`src/rtl/stack_sequencer.sv`:
```
// ---------------------------------------------------------------------------
// stack_sequencer
//
// Purpose: command sequencer for a word-wide stack built from WIDTH
// shift_register-style bit-planes of DEPTH entries each. It accepts one
// stack command at a time and tracks how many entries are live. Legal
// commands drive one shared STACK_MODE_* code and a per-plane d bit for
// exactly one cycle. Illegal commands are rejected and leave the stack
// untouched.
//
// Ports:
//   clk        in   sole clock, rising edge
//   rst_n      in   synchronous active-low reset
//   cmd_valid  in   command offered
//   cmd_op     in   [2:0] 0 NOP, 1 PUSH, 2 POP, 3 SWAP, 4 ROLL2, 5 DUP,
//                   6 CLEAR, 7 reserved
//   cmd_data   in   [WIDTH-1:0] operand for PUSH / ROLL2
//   top_in     in   [WIDTH-1:0] current top word, used by DUP
//   cmd_ready  out  high only in IDLE (and not in the first cycle after reset)
//   stk_mode   out  [2:0] registered STACK_MODE_* code for all bit-planes
//   stk_d      out  [WIDTH-1:0] registered per-plane d input
//   depth      out  live entry count
//   full       out  depth == DEPTH
//   empty      out  depth == 0
//   done       out  one-cycle pulse per completed or rejected command
//   err        out  sticky rejection flag
//
// Build option: define STACK_SEQUENCER_ERR_EN to enable the sticky err flag.
// Without it, err is tied low and rejection behaves the same in every
// other respect.
// ---------------------------------------------------------------------------
module stack_sequencer #(
    parameter int WIDTH = 8,
    parameter int DEPTH = 8
) (
    input  logic                         clk,
    input  logic                         rst_n,
    input  logic                         cmd_valid,
    input  logic [2:0]                   cmd_op,
    input  logic [WIDTH-1:0]             cmd_data,
    input  logic [WIDTH-1:0]             top_in,
    output logic                         cmd_ready,
    output logic [2:0]                   stk_mode,
    output logic [WIDTH-1:0]             stk_d,
    output logic [$clog2(DEPTH+1)-1:0]   depth,
    output logic                         full,
    output logic                         empty,
    output logic                         done,
    output logic                         err
);

    localparam int DW = $clog2(DEPTH + 1);
    localparam logic [DW-1:0] DEPTH_W = DW'(DEPTH);

    // Opcodes
    localparam logic [2:0] OP_NOP   = 3'd0;
    localparam logic [2:0] OP_PUSH  = 3'd1;
    localparam logic [2:0] OP_POP   = 3'd2;
    localparam logic [2:0] OP_SWAP  = 3'd3;
    localparam logic [2:0] OP_ROLL2 = 3'd4;
    localparam logic [2:0] OP_DUP   = 3'd5;
    localparam logic [2:0] OP_CLEAR = 3'd6;

    // Bit-plane mode codes
    localparam logic [2:0] STACK_MODE_IDLE  = 3'd0;
    localparam logic [2:0] STACK_MODE_PUSH  = 3'd1;
    localparam logic [2:0] STACK_MODE_POP   = 3'd2;
    localparam logic [2:0] STACK_MODE_SWAP  = 3'd3;
    localparam logic [2:0] STACK_MODE_ROLL2 = 3'd4;
    localparam logic [2:0] STACK_MODE_RESET = 3'd5;

    typedef enum logic [1:0] {
        S_IDLE  = 2'd0,
        S_ISSUE = 2'd1,
        S_DONE  = 2'd2
    } state_t;

    state_t            state, nxt;
    logic              rst_hold;
    logic              accept;
    logic              legal;
    logic              two_plus;
    logic [2:0]        mode_sel;
    logic [WIDTH-1:0]  d_sel;
    logic [2:0]        op_p0;

    assign full     = (depth == DEPTH_W);
    assign empty    = (depth == '0);
    // Comparing with 1 (rather than >= 2) stays correct when DW is 1 bit.
    assign two_plus = (depth > DW'(1));
    // rst_hold keeps the port closed for the cycle in which the bit-planes
    // still see STACK_MODE_RESET after reset is released.
    assign cmd_ready = (state == S_IDLE) && !rst_hold;

    // FSM state register
    always_ff @(posedge clk) begin
        if (!rst_n) state <= S_IDLE;
        else        state <= nxt;
    end

    // Command decode and next state
    always_comb begin
        accept   = cmd_valid && cmd_ready;
        legal    = 1'b0;
        mode_sel = STACK_MODE_IDLE;
        d_sel    = '0;
        case (cmd_op)
            OP_PUSH:  begin legal = !full;    mode_sel = STACK_MODE_PUSH;  d_sel = cmd_data; end
            OP_POP:   begin legal = !empty;   mode_sel = STACK_MODE_POP;   end
            OP_SWAP:  begin legal = two_plus; mode_sel = STACK_MODE_SWAP;  end
            OP_ROLL2: begin legal = two_plus; mode_sel = STACK_MODE_ROLL2; d_sel = cmd_data; end
            OP_DUP:   begin legal = !full;    mode_sel = STACK_MODE_PUSH;  d_sel = top_in;   end
            OP_CLEAR: begin legal = 1'b1;     mode_sel = STACK_MODE_RESET; end
            default:  legal = 1'b0;   // NOP and reserved take the short path
        endcase

        nxt = state;
        case (state)
            S_IDLE:  if (accept) nxt = legal ? S_ISSUE : S_DONE;
            S_ISSUE: nxt = S_DONE;
            S_DONE:  nxt = S_IDLE;
            default: nxt = S_IDLE;
        endcase
    end

    // Registered outputs and depth. stk_mode/stk_d are loaded on acceptance
    // so that they are valid for exactly the ISSUE cycle.
    always_ff @(posedge clk) begin
        if (!rst_n) begin
            stk_mode <= STACK_MODE_RESET;
            stk_d    <= '0;
            done     <= 1'b0;
            depth    <= '0;
            rst_hold <= 1'b1;
        end else begin
            rst_hold <= 1'b0;
            done     <= (nxt == S_DONE);
            if (accept && legal) begin
                stk_mode <= mode_sel;
                stk_d    <= d_sel;
            end else begin
                stk_mode <= STACK_MODE_IDLE;
                stk_d    <= '0;
            end
            if (state == S_ISSUE) begin
                case (op_p0)
                    OP_PUSH, OP_DUP:  depth <= depth + DW'(1);
                    OP_POP, OP_ROLL2: depth <= depth - DW'(1);
                    OP_CLEAR:         depth <= '0;
                    default:          depth <= depth;
                endcase
            end
        end
    end

    // Opcode held for the depth update at the ISSUE->DONE edge
    always_ff @(posedge clk) begin
        if (accept) op_p0 <= cmd_op;
    end

`ifdef STACK_SEQUENCER_ERR_EN
    logic reject;
    assign reject = accept && !legal && (cmd_op != OP_NOP);

    always_ff @(posedge clk) begin
        if (!rst_n)
            err <= 1'b0;
        else if (reject)
            err <= 1'b1;
        else if ((state == S_ISSUE) && (op_p0 == OP_CLEAR))
            err <= 1'b0;
    end
`else
    assign err = 1'b0;
`endif

endmodule
```
`config.mk`:
```
export PLATFORM = sky130hd
export DESIGN_NAME = stack_sequencer
export DESIGN_NICKNAME = d
export VERILOG_FILES = /design/src/rtl/stack_sequencer.sv
export SDC_FILE = /design/constraint.sdc
export NUM_CORES = 1
export LEC_CHECK = 0
export CORE_ASPECT_RATIO = 0.8
export CORE_MARGIN = 2
export CORE_UTILIZATION = 49
export DETAILED_ROUTE_END_ITERATION = 6
export PLACE_DENSITY = 0.9
export RECOVER_POWER = 100
export SYNTH_ARGS = -nofsm -noshare
export SYNTH_HDL_FRONTEND = slang
export SYNTH_SLANG_ARGS = --single-unit
```
`constraint.sdc`:
```
create_clock -name clk -period 3.9 [get_ports clk]
set_clock_uncertainty 0.15 [all_clocks]
set_input_delay 0.39 -clock clk [delete_from_list [all_inputs] [get_ports clk]]
set_output_delay 0.39 -clock clk [all_outputs]
set_load 0.05 [all_outputs]
```
==> reports/metrics.csv, run 1 <==
metric;value;unit
post_cts_resize_count;0;
die_area;0.003152;mm^2
grt_pass1_vias;1131;
critical_path_arrival;2.83;ns
gr-max-usage-layer;met2;
hold_viol_final;0;
fin_crit_sh;71.94;%
p_per_area;269.5;mW/mm^2
grt.met1_usage;28.81;%
async_flop_share;0;%
synth_top_area_cell;dfxtp_1;
rsz0062_at_grt;no;
initial_utilization;52.78;%
worstRegToRegCells;6;
ant_nets;0;
use_met3;4.709;%
max_freq;0.3564;GHz
place.gp.congestion;0.8883;
hpwl;2.449;mm
die_h;50.62;um
cts.sinks;22;
drtIter0Drc;42;
r2r_start;depth[0];
reg2reg_slack;1.35;ns
cts_max_level;1;
worst_pin_slew;1.100;ns
p_leak;0.6724;nW
grt_pass1_wl;5.368;mm
row_count;16;
setup_ws;1.094;ns
final_core_util;67.31;%
endpoint_kind;flop;
mostFrequentLayoutCells;dlygate4sd3_1, dfxtp_1, nor2_1, clkdlybuf4s50_1, a21oi_1;
firstDrtPassIters;4;
yosysWarnings;0;
synth_edf_count;3;
wire_per_inst;15.31;um
drt-total-wl;3.230;mm
crit_chain;dlygate4sd3_1 -> and4b_1 -> a211oi_1 -> o21bai_1 -> nor3b_1;
required;3.92;ns
syn_nets;166;
grt.overflow.total;0;
post-route-drc-count;0;
yosys_register_bits;22;
grt_max_degree;18;
worstSetupStartpointType;primary input;
finalMaxSlewViolations;0;
postCtsSetupRepairBufs;0;
vdd_drop_max;0.1977;mV
final_common_cell;dlygate4sd3_1;
cts_buffers;3;
ys_top_cells_by_area;dfxtp_1, edfxtp_1, mux2i_1, nor3_2, nor2_1;
antenna_found_initial;0;
num_vias;1151;
syn_area;0.001331;mm^2
clock_path_buffers;2;
synthCells;140;
slowest_delay;1.07;ns
area_growth;27.54;%
ios;42;
cts_root_buffer;clkbuf_4;
yosysUniqueCellTypes;50;
r2r-end;stk_mode[1];
status;finished, final reports clean;
critical_path_class;primary input to flop;
cts_tree;yes;
die_x;62.28;um
avgSynthCellArea;9.509;um^2
drive_gt1_share;9.143;%
period_needed;2.806;ns
place_ws;1.261;ns
clock_latency;0.31;ns
min_from;depth[3];
min_delay_worst_endpoint;depth[3];
core_area;0.002522;mm^2
layout.nets;202;
tns;0;ns
postCtsHoldBufs;0;
yosysTopAreaCellShare;28.57;%
num_antenna_cells;0;
whs_path_depth;2;
path_clk_slew;0.12;ns
final_cell_area;0.001698;mm^2
port_buffers;40;
dpl-instance-area;0.001723;mm^2
grtUsageMet2;36.05;%
whs;0.4775;ns
critical_path.max_fanout;17;
min_path_type;flop to flop;
maxCapViolations;0;
grt_use_total;21.26;%
relSlewSlack;25.64;%
synth_flop_cell;dfxtp_1;
slowest_stage;dlygate4sd3_1;
seq_area_frac_synth;35.34;%
drt-vias-per-instance;5.455;
setup_viol;0;
[cell families (layout without fill, tap and decap cells)]
group,after synthesis,after routing,synth area share [%]
mux,8,8,6.015
simple gates,53,53,27.26
fa+ha+maj,5,5,4.511
xor+xnor,3,3,1.974
compound gates,31,31,18.33
flops,22,22,35.34
buf+inv,17,52,6.296
other cells,1,1,0.2817
[state kept, by name, summed over array words and instances, names as in the netlist]
name      count
done          1
stk_d         8
stk_mode      3
state         2
depth         4
op_p0         3
rst_hold      1
[routing by layer]
layer  vias to the layer above  part of all wire, %
met5                         -                    0
met4                         0                    0
met3                         0                  5.6
met2                        37                   50
met1                       537                   44
li1                        577                    -
[area by class of cell]
type,count,area [um^2]
tap,36,45.04
clock buffer,4,26.28
sequential,22,470.5
inverter,8,30.03
multi-input combinational,101,725.7
fill,208,824.5
timing repair buffer,40,400.4
[power breakdown]
group,internal [mW],total (mW),switching (mW)
combinational,0.0461,0.108,0.0617
sequential,0.237,0.245,0.00884
clock,0.0399,0.104,0.0645
total,0.323,0.458,0.135
[worst max-delay path: cells and delay by family]
kind | cells | cell delay (ns)
simple gates | 2 | 0.43
compound gates | 2 | 0.93
buf+inv | 1 | 1.07
[stage by stage]
| step | cells | power [mW] |
|---|---|---|
| floorplan | 140 | 0.3242 |
| global placement | 207 | 0.3632 |
| detailed placement | 207 | 0.3671 |
| CTS | 211 | 0.4711 |
| global route | 211 | 0.4800 |
| finish | 211 | 0.4576 |
[synthesized netlist by cell type, types with 3 or more instances]
| master | number |
|---|---|
| nor3_2 | 8 |
| edfxtp_1 | 3 |
| mux2i_1 | 8 |
| a21oi_1 | 11 |
| nand2b_1 | 3 |
| o21ai_0 | 3 |
| nor2_1 | 16 |
| buf_2 | 4 |
| nand2_1 | 4 |
| inv_1 | 6 |
| dfxtp_1 | 19 |
| and3_1 | 3 |
| ha_1 | 4 |
[how the worst max path moves through the flow]
stage | startpoint | end | slack [ns]
after floorplan | depth[0] | stk_mode[1] | 1.66
after global placement | cmd_op[0] | stk_mode[1] | 1.36
after detailed placement | cmd_op[0] | stk_d[4] | 1.26
after CTS | depth[0] | full | 1.21
after global routing | cmd_op[0] | stk_mode[1] | 0.90
final | cmd_op[0] | stk_mode[1] | 1.09
No activity file was read; power rests on OpenSTA's default activity.
==> inputs of run 2 (changes only) <==
CORE_UTILIZATION = 46   (was 49)
PLACE_DENSITY = 0.85   (was 0.9)
clock period = 2.7 ns   (was 3.9 ns; I/O delays follow)
==> reports/metrics.csv, run 2 (synthesized netlist as in run 1, its figures left out) <==
metric;value;unit;change
layout.nets;204;;was 202
grt_pass1_wl;5.037;mm;was 5.368 mm
setup_viol;0;;unchanged
power;0.6890;mW;was 0.4576 mW
crit_chain;inv_1 -> ha_1 -> and3_1 -> clkdlybuf4s50_1;;was dlygate4sd3_1 -> and4b_1 -> a211oi_1 -> o21bai_1 -> nor3b_1
whs;0.4791;ns;was 0.4775 ns
drt-total-wl;3.203;mm;was 3.230 mm
cts_tree;yes;;unchanged
port_buffers;40;;unchanged
min_path_type;primary input to flop;;was flop to flop
critical_path_arrival;2.15;ns;was 2.83 ns
dp.cells;211;;was 207
path_clk_slew;0.11;ns;was 0.12 ns
regMostFlops;stk_d;;unchanged
fill_cells;237;;was 208
cts.sinks;22;;unchanged
antenna_found_initial;0;;unchanged
slowest_delay;0.69;ns;was 1.07 ns
max_freq;0.3894;GHz;
clockPowerShare;25.6;%;was 22.8%
drt-vias-per-instance;5.516;;was 5.455
area_growth;27.63;%;was 27.54%
p_per_area;405.5;mW/mm^2;was 269.5 mW/mm^2
largest_reg_flops;8;;unchanged
switching_share;28.19;%;was 29.52%
grt_pass1_vias;1116;;was 1131
place.gp.congestion;0.8235;;was 0.8883
ios;42;;unchanged
vdd_drop_max;0.2649;mV;was 0.1977 mV
die_h;52.12;um;was 50.62 um
slowest_stage;clkdlybuf4s50_1;;was dlygate4sd3_1
crit_family;buffers and inverters;;unchanged
grt_max_degree;17;;was 18
final_core_util;61.45;%;was 67.31%
seq_power_share;51.4;%;was 53.6%
pwr-share-comb;23.1;%;was 23.6%
grt_use_total;19.74;%;was 21.26%
core_area;0.002765;mm^2;was 0.002522 mm^2
finalMaxSlewViolations;0;;unchanged
cp_num_buf_inv;2;;was 1
initial_utilization;48.14;%;was 52.78%
cts_buffers;3;;unchanged
postCtsSetupRepairBufs;0;;unchanged
switching_power;0.1943;mW;was 0.1351 mW
cts_max_level;1;;unchanged
fin_crit_sh;95.11;%;
worst_pin_slew;0.9845;ns;was 1.100 ns
tns;0;ns;unchanged
reg_top3;stk_d (8), depth (4);;unchanged
final_cells;215;;was 211
worstSetupStartpointType;flop;;was primary input
critical_path.max_fanout;11;;was 17
wire_per_inst;14.90;um;was 15.31 um
die_x;64.15;um;was 62.28 um
num_vias;1186;;was 1151
ant_nets;0;;unchanged
final_common_cell;dlygate4sd3_1;;unchanged
post-route-drc-count;0;;unchanged
status;finished, final reports clean;;unchanged
mostFrequentLayoutCells;dlygate4sd3_1, dfxtp_1, clkdlybuf4s50_1, nor2_1, a21oi_1;;was dlygate4sd3_1, dfxtp_1, nor2_1, clkdlybuf4s50_1, a21oi_1
grt.overflow.total;0;;unchanged
relSlewSlack;33.44;%;was 25.64%
firstDrtPassIters;4;;unchanged
drtIter0Drc;49;;was 42
internal_power;0.4948;mW;was 0.3225 mW
rsz0062_at_grt;no;;unchanged
drive_gt1_share;7.910;%;was 9.143%
row_count;17;;was 16
die_area;0.003343;mm^2;was 0.003152 mm^2
clock_path_buffers;2;;unchanged
required;2.28;ns;was 3.92 ns
period_needed;2.568;ns;
num_antenna_cells;0;;unchanged
endpoint_kind;output port;;was flop
cts_root_buffer;clkbuf_4;;unchanged
maxCapViolations;0;;unchanged
critical_path_class;flop to output port;;was primary input to flop
clock_latency;0.30;ns;was 0.31 ns
p_leak;0.6800;nW;was 0.6724 nW
hpwl;2.544;mm;was 2.449 mm
hold_viol_final;0;;unchanged
## run 2: cell count changes in the layout (fill, tap and decap cells not counted), moves of 2 or more
cell	previous run	this run
nor3_2	8	2
dlygate4sd3_1	24	21
nor3_1	2	8
clkdlybuf4s50_1	16	18
buf_4	0	2
## run 2: per-layer routing
metal	wire length (um)	up-vias	global-route usage, %
li1	-	581	-
met5	0	-	0
met4	44	0	5.319
met3	126	6	3.680
met1	1470	564	25.17
met2	1562	35	34.55
## run 2: power by group through the flow
| stage | registers (mW) | logic [mW] | clock network [mW] |
|---|---|---|---|
| 6_report | 0.354 | 0.159 | 0.176 |
| 5_1_grt | 0.356 | 0.170 | 0.199 |
| 4_1_cts | 0.355 | 0.170 | 0.179 |
| 3_5_place_dp | 0.362 | 0.169 | 0 |
| 3_3_place_gp | 0.362 | 0.166 | 0 |
| 2_1_floorplan | 0.373 | 0.0948 | 0 |
## run 2: path summary, 6_finish.rpt
kind	cells past startpoint	slack [ns]	endpoint	start
max	4	0.13	empty	depth[0]
min	3	0.48	stk_d[5]	cmd_data[5]
max reg2reg	6	0.43	stk_d[1]	depth[0]
min reg2reg	1	0.49	op_p0[2]	rst_hold
## run 2: worst register-to-register path, cell delays in order (launching register included)
cell      delay [ns]
dfxtp_1         0.55
inv_1           0.14
ha_1            0.27
nor4b_2         0.19
a211oi_4        0.33
o21ai_0         0.22
nor4_1          0.32
## run 2: through the flow
stage	setup slack [ns]	instance area (um^2)
finish	0.1321	1699
global route	0.01769	1699
CTS	0.1238	1777
detailed placement	0.4693	1740
global placement	0.5213	1740
floorplan	0.4647	1331
## run 2: final cells by class
cell class	count	area, um^2	share of cell area (%)
multi-input cells	101	705.7	41.53
flip-flops and latches	22	470.5	27.69
repair buffers	42	409.1	24.08
well taps	38	47.55	2.798
clock buffers	4	36.28	2.135
inverters	8	30.03	1.767
## run 2: what timing repair did
item,in CTS,in global routing
gates resized for setup,0,1
endpoints found under the setup margin,0,1
hold buffers,0,0
